$ cat src/rtl/retta_ctrl_pkg.sv
// Shared types and constants for the point-on-line batch run controller.
package retta_ctrl_pkg;

    localparam int         RUNS_W      = 4;
    localparam logic [7:0] RES_TIMEOUT = 8'hFF;

    typedef enum logic [2:0] {
        IDLE = 3'd0,
        ARM  = 3'd1,
        WAIT = 3'd2,
        OUT  = 3'd3,
        DONE = 3'd4
    } state_t;

    // A run count of zero encodes the maximum batch of 2**RUNS_W runs.
    function automatic logic [RUNS_W:0] decode_runs(input logic [RUNS_W-1:0] runs);
        return (runs == '0) ? {1'b1, {RUNS_W{1'b0}}} : {1'b0, runs};
    endfunction

endpackage

$ cat src/rtl/retta_watchdog.sv
// Per-run watchdog: counts enabled cycles and flags expiry when the count equals TIMEOUT.
module retta_watchdog #(
    parameter int TIMEOUT = 127
) (
    input  logic clock,
    input  logic reset,
    input  logic clear,
    input  logic enable,
    output logic expired
);

    localparam logic [7:0] LIMIT = 8'(TIMEOUT);

    logic [7:0] count;

    // NOTE: sequential state uses non-blocking assignments only.
    always_ff @(posedge clock or posedge reset) begin
        if (reset) begin
            count <= 8'd0;
        end else if (clear) begin
            count <= 8'd0;
        end else if (enable && count != LIMIT) begin
            count <= count + 8'd1;
        end
    end

    assign expired = (count == LIMIT);

endmodule

$ cat src/rtl/retta_run_ctrl.sv
// Batch scheduler: triggers the counting engine once per run, streams each count out
// over valid/ready, keeps a saturating batch total and aborts the batch on a hung run.
module retta_run_ctrl
    import retta_ctrl_pkg::*;
#(
    parameter int TIMEOUT = 127,
    parameter int SUM_W   = 12
) (
    input  logic              clock,
    input  logic              reset,
    input  logic              cmd_valid,
    input  logic [RUNS_W-1:0] cmd_runs,
    output logic              cmd_ready,
    output logic              eng_start,
    input  logic              eng_done,
    input  logic [7:0]        eng_result,
    output logic              res_valid,
    input  logic              res_ready,
    output logic [7:0]        res_data,
    output logic [RUNS_W-1:0] res_idx,
    output logic              batch_done,
    output logic [SUM_W-1:0]  batch_sum,
    output logic              timeout_err
);

    localparam logic [RUNS_W:0] ONE_RUN = (RUNS_W+1)'(1);

    state_t          state;
    state_t          state_next;
    logic [RUNS_W:0] remaining;
    logic            wd_expired;
    logic            take_result;
    logic            take_timeout;
    logic            handshake;
    logic [SUM_W:0]  sum_wide;

    retta_watchdog #(
        .TIMEOUT (TIMEOUT)
    ) u_watchdog (
        .clock   (clock),
        .reset   (reset),
        .clear   (state == ARM),
        .enable  (state == WAIT),
        .expired (wd_expired)
    );

    // Done has priority over a watchdog expiry in the same cycle.
    assign take_result  = (state == WAIT) && eng_done;
    assign take_timeout = (state == WAIT) && !eng_done && wd_expired;
    assign handshake    = (state == OUT) && res_ready;
    assign sum_wide     = {1'b0, batch_sum} + (SUM_W+1)'(eng_result);

    assign cmd_ready  = (state == IDLE);
    assign eng_start  = (state == ARM);
    assign res_valid  = (state == OUT);
    assign batch_done = (state == DONE);

    // NOTE: every combinational output gets a default first so no latch is inferred.
    always_comb begin
        state_next = state;
        case (state)
            IDLE: if (cmd_valid) state_next = ARM;
            ARM:  state_next = WAIT;
            WAIT: if (take_result || take_timeout) state_next = OUT;
            OUT:  if (handshake) state_next = (remaining == ONE_RUN) ? DONE : ARM;
            DONE: state_next = IDLE;
            default: state_next = IDLE;
        endcase
    end

    always_ff @(posedge clock or posedge reset) begin
        if (reset) begin
            state       <= IDLE;
            remaining   <= '0;
            res_data    <= 8'd0;
            res_idx     <= '0;
            batch_sum   <= '0;
            timeout_err <= 1'b0;
        end else begin
            state <= state_next;
            if (state == IDLE && cmd_valid) begin
                remaining   <= decode_runs(cmd_runs);
                res_idx     <= '0;
                batch_sum   <= '0;
                timeout_err <= 1'b0;
            end
            if (take_result) begin
                res_data  <= eng_result;
                batch_sum <= sum_wide[SUM_W] ? {SUM_W{1'b1}} : sum_wide[SUM_W-1:0];
            end else if (take_timeout) begin
                // Forcing one remaining run ends the batch after the error result.
                res_data    <= RES_TIMEOUT;
                timeout_err <= 1'b1;
                remaining   <= ONE_RUN;
            end
            if (handshake) begin
                remaining <= remaining - ONE_RUN;
                if (remaining != ONE_RUN) res_idx <= res_idx + 1'b1;
            end
        end
    end

endmodule
$ cat config.mk
export PLATFORM = sky130hd
export DESIGN_NAME = retta_run_ctrl
export DESIGN_NICKNAME = d
export VERILOG_FILES = /design/src/rtl/retta_ctrl_pkg.sv /design/src/rtl/retta_watchdog.sv /design/src/rtl/retta_run_ctrl.sv
export SDC_FILE = /design/constraint.sdc
export NUM_CORES = 1
export LEC_CHECK = 0
export CORE_ASPECT_RATIO = 1.1
export CORE_MARGIN = 2
export CORE_UTILIZATION = 47
export CTS_CLUSTER_SIZE = 16
export DETAILED_ROUTE_END_ITERATION = 7
export GPL_TIMING_DRIVEN = 0
export PLACE_DENSITY_LB_ADDON = 0.15
export SKIP_LAST_GASP = 1
export SLEW_MARGIN = 10
export SYNTH_ARGS = -nofsm -noshare
export SYNTH_HDL_FRONTEND = slang
export SYNTH_HIERARCHICAL = 1
export SYNTH_SLANG_ARGS = --single-unit
$ cat constraint.sdc
create_clock -name clock -period 2.3 [get_ports clock]
set_clock_uncertainty 0.15 [all_clocks]
set_input_delay 0.69 -clock clock [delete_from_list [all_inputs] [get_ports clock]]
set_output_delay 0.69 -clock clock [all_outputs]
set_load 0.01 [all_outputs]
---- Yosys cells after proc, flatten, opt, wreduce, memory -nomap -nowiden ----
Cells that the tools add are included.
storage, ports and cells
  input bits .............................. 17
  bits in registers ....................... 41
operators by class
  multiplexer cells ....................... 23
  equality and inequality tests ........... 11
  $add $sub $neg .......................... 4
  reduce and logical (&&, ||, !) cells .... 14
operators by type and width
  operator                                                count
  two-way mux 12 bit                                      3
  two-way mux 8 bit                                       4
  two-way mux 5 bit                                       5
  adder 12 x 8 -> 13 bit                                  1
  two-way mux 3 bit                                       4
  two-way mux 4 bit                                       3
  one-hot mux 3 bit (4 select lines)                      1
  adder 8 x 1 -> 8 bit (second input constant)            1
  equality test 8 x 7 -> 1 bit (second input constant)    1
  inequality test 8 x 7 -> 1 bit (second input constant)  1
  equality test 3 x 2 -> 1 bit (second input constant)    2
  logical AND 1 bit                                       6
  nonzero test 2 bit                                      3
  equality test 5 x 1 -> 1 bit (second input constant)    1
  inequality test 5 x 1 -> 1 bit (second input constant)  1
  subtractor 5 x 1 -> 5 bit (second input constant)       1
  adder 4 x 1 -> 4 bit (second input constant)            1
  zero test 4 bit                                         1
  inequality test 2 bit (second input constant)           2
  equality test 3 x 1 -> 1 bit (second input constant)    1
  equality test 3 bit (second input constant)             1
  zero test 3 bit                                         1
  two-way mux 1 bit                                       3
  AND reduction 3 bit                                     1
  other kinds (3)                                         3

---- Longest topological paths before layout ----
  depth in word-level cells ............... 6
  gate-level depth with buffers ........... 8

---- Modules after synthesis ----
The synthesis kept the hierarchy.
modules (own cells, without submodules)
  module          times used  cells an instance  area an instance (µm²)  sequential area each (µm²)
  retta_run_ctrl  1           193                1954.4                  825.8
  retta_watchdog  1           45                 457.9                   200.2

---- Worst setup path after synthesis ----
No wires, ideal clock.
  path type ............................... input port to flip-flop
  from .................................... input port eng_result[0]
  to ...................................... register batch_sum[0]
  required time ........................... 2.023 ns
  library setup time ...................... 0.127 ns
  data arrival time ....................... 2.289 ns
  stages on the path ...................... 7
  slack ................................... -0.266 ns
  buffers on the path ..................... 0
  cell sequence ........................... ha_1 -> fa_1 -> a211oi_1 -> o21ai_0 -> a31o_2 -> a21oi_4 -> a21oi_1
between the ends
  longest elaborated chain between the ends .. 3
ends and longest elaborated chain
  element                 line                  text
  from (decl)             retta_run_ctrl.sv:16  input logic [7:0] eng_result,
  adder 12 x 8 -> 13 bit  retta_run_ctrl.sv:51  assign sum_wide = {1'b0, batch_sum} + (SUM_W+1)'(eng_result);
  two-way mux 12 bit      retta_run_ctrl.sv:89  batch_sum <= sum_wide[SUM_W] ? {SUM_W{1'b1}} : sum_wide[SUM_W-1:0];
  two-way mux 12 bit      retta_run_ctrl.sv:87  if (take_result) begin
  to (signal assigned)    retta_run_ctrl.sv:89
  to (decl)               retta_run_ctrl.sv:22  output logic [SUM_W-1:0] batch_sum,
No other way between the ends.
A chain may end at the register's enable or synchronous reset.

---- Final worst setup path ----
  from .................................... input port eng_result[0]
  to ...................................... register batch_sum[5]
Same word-level chain as after synthesis.

==> impl_metrics.csv <==
group,metric,value,unit
drt,avgRoutedWirePerCell,15.7,µm
floorplan,coreArea,0.00497,mm²
yosys,synth_nets,268,
cts,clock_sinks,41,
min_path,hold_start,"res_data[5]",
finish,finalNonFillerCells,353,
cts,cts_tree,"built",
drt,routed_wl,5.53,mm
power_and_ir_drop,total_power,4.13,mW
timing,worst_slack,0.00575,ns
power_and_ir_drop,switchingPower,1.69,mW
timing,maxSlewViolCount,0,
min_path,hold_depth,1,
yosys,yosysTopAreaCell,"dfrtp_1",
placement,place_inst,341,
floorplan,row_count,27,
yosys,synth_flop_cell,"dfrtp_1",
global_routing,grt_pass1_vias,1957,
timing,worst_slew_pin_slew,0.694,ns
drt,first_iter_violations,73,
cts,htreeDepth,2,
floorplan,dieArea,0.00572,mm²
cts,cts-root-buf,"clkbuf_8",
critical_path,crit_path_end_kind,"flip-flop",
timing,finalSetupViolations,0,
critical_path,slowest_delay,0.36,ns
floorplan,initial_core_util,48.6,%
critical_path,start_kind,"primary input",
global_routing,grt.total_usage,20.9,%
status,status,"complete, no violations",
power_and_ir_drop,power_frac_clock,10.7,%
yosys,yosysSeqAreaShare,42.5,%
global_routing,grt_antenna_before_repair,0,
min_path,hold_path_class,"flip-flop to flip-flop",
critical_path,rrSetupSlack,0.04,ns
power_and_ir_drop,p_comb_share,58.7,%
critical_path,worstReg2RegEnd,"batch_sum[5]",
global_routing,grt_overflow_total,0,
power_and_ir_drop,vdd_drop_max,0.000701,V
yosys,syn-cell-area,0.00241,mm²
critical_path,crit_slowest_cell,"fa_2",
placement,numPortBuffers,45,
placement,gp_congestion,0.790,
critical_path,path_max_fanout,7,
cts,path_clk_slew,0.08,ns
finish,finalNetCount,326,
yosys,synthCells,238,
timing,clock.fmax,0.436,GHz
critical_path,worstPathArrival,2.32,ns
yosys,synth.area.top_cells,"dfrtp_1 (43%), a21oi_1 (6.2%), ha_1 (6.2%), xor2_1 (3.3%), nor2_1 (3.1%)",
timing,finalCriticalPeriod,2.29,ns
timing,fin_crit_sh,99.7,%
cts,cts_buffers,5,
cts,clkLatencyLatePin,0.29,ns
floorplan,num_io_pins,46,
finish,syn_to_final_growth,33.4,%
floorplan,die_h,79.1,µm
yosys,synth_async_sr_flop_share,100,%
job,cap_violations,0,
finish,insertedDiodeCount,0,
critical_path,rr_worst_depth,8,
yosys,synth.distinct_cells,57,
cts,cts_hold_buf,0,
cts,clock_path_buffers,2,
yosys,synth_warnings,6,
critical_path,path_delay_family,"compound AO/OA/AOI/OAI gates",
yosys,yosysTopAreaCellShare,42.5,%
floorplan,die_w,72.3,µm
critical_path,rr_startpoint,"batch_sum[0]",
timing,hold_viol_final,0,
drt,vias_per_cell,5.79,
critical_path,cp_num_buf_inv,2,
finish,final_common_cell,"dfrtp_1",
finish,final_cell_mix,"dfrtp_1 (40), clkdlybuf4s50_1 (35), a21oi_1 (22), nor2_1 (18), nand2_1 (11)",
timing,rsz0062_at_grt,"yes",
power_and_ir_drop,internal-power,2.43,mW
yosys,ys_ff_latch,41,
drt,route.detailed.drc,0,
global_routing,grt_first_pass_wirelength,9.43,mm
placement,dpl.hpwl,3.79,mm
finish,fillers,423,
critical_path,crit_chain,"buf_8 -> ha_4 -> fa_2 -> a211oi_4 -> o21ai_1 -> a31o_2 -> a21oi_4 -> buf_6 -> a21oi_2",
power_and_ir_drop,power_frac_seq,30.6,%
placement,dpl_worst_slack,-0.817,ns
drt,drtPass1Iterations,5,
global_routing,grt_max_degree,34,
drt,vias,2045,
power_and_ir_drop,switching_share,41.1,%
power_and_ir_drop,p_per_area,1280,mW/mm²
power_and_ir_drop,leakage,1.41,nW
timing,max_slew_margin,53.7,%
min_path,hold_end,"res_data[5]",
drt,ant_nets,0,
yosys,synth_edf_count,0,
critical_path,path_class,"primary input to flip-flop",
yosys,syn_area_per_cell,10.1,µm²
critical_path,critPathRequiredTime,2.33,ns
finish,drive_above_1_share,20.7,%
## worst max-delay path by stage
stage	start	depth (start not counted)	to	slack [ns]
6_report	eng_result[0]	9	batch_sum[5]	0.006
5_1_grt	eng_result[0]	9	batch_sum[5]	-0.07
4_1_cts	eng_result[0]	9	batch_sum[7]	-0.01
3_5_place_dp	eng_result[0]	8	batch_sum[2]	-0.82
3_3_place_gp	eng_result[0]	8	batch_sum[2]	-0.81
2_1_floorplan	eng_result[0]	7	batch_sum[0]	-0.08
## stage by stage
step	util (%)	cell area (µm²)	setup TNS, ns	hold slack [ns]
global route	64.8	3220	-0.441	0.363
global placement	59.5	2960	-13.44	0.322
finish	64.8	3220	0	0.346
floorplan	-	2430	-0.835	0.338
CTS	63.6	3160	-0.0681	0.346
detailed placement	59.5	2960	-10.15	0.330
## power by group through the flow
stage	Clock (mW)	Sequential, mW	Combinational, mW
global placement	0	1.24	2.12
finish	0.442	1.26	2.42
floorplan	0	1.30	1.34
CTS	0.463	1.25	2.35
detailed placement	0	1.25	2.14
global route	0.486	1.30	2.67
## area by class of cell
class | instances | area, µm² | area share (%)
Multi-Input combinational cell | 180 | 1440 | 44.8
Inverter | 8 | 30.0 | 0.933
Clock buffer | 5 | 68.8 | 2.14
Clock inverter | 1 | 5.00 | 0.156
Sequential cell | 41 | 1030 | 31.9
Tap cell | 58 | 72.6 | 2.26
Timing Repair Buffer | 51 | 500 | 15.6
Buffer | 9 | 73.8 | 2.29
## cells by family (layout without fill, tap and decap cells)
logic type      count (synthesis)  count (layout)  synth area share [%]
buf+inv                        17              74                  4.30
mux                             2               2                 0.830
compound gates                 84              84                  24.0
simple gates                   71              71                  17.7
fa+ha+maj                      13              13                  7.05
xor+xnor                       10              10                  3.63
flops                          41              41                  42.5
## state kept, by name, summed over array words and instances, names as in the netlist
name	count
state	3
timeout_err	1
remaining	5
u_watchdog/count	8
res_data	8
res_idx	4
batch_sum	12
## per-layer routing
layer | vias up | wire length [µm] | track usage, %
li1 | 1009 | - | -
met1 | 982 | 2610 | 28.1
met2 | 50 | 2660 | 33.7
met3 | 4 | 200 | 4.44
met4 | 0 | 52 | 6.42
met5 | - | 0 | 0
## cell usage after synthesis (all sizes together) (2+ instances only)
cell    count
ha         12
o21a        3
inv         8
nand2b      3
o21ai      11
o22ai       4
dfrtp      41
o22a        8
nor3b       3
a21o        3
nand3       5
nand4b      2
a221o       2
and2        2
xor2        9
a211oi      4
nor2       20
a31oi       2
buf         8
a21oi      32
and4        3
or4         2
nor3        8
nand4       2
nand2      12
mux2i       2
and3        4
o211ai      3
o21bai      3
## repair_timing
action | CTS | global route
buffers inserted | 4 | 2
hold endpoints to repair | 0 | 0
setup endpoints to repair | 19 | 17
pin swaps | 7 | 5
gates resized for setup | 38 | 12
Power figures use the tool's default switching activity.
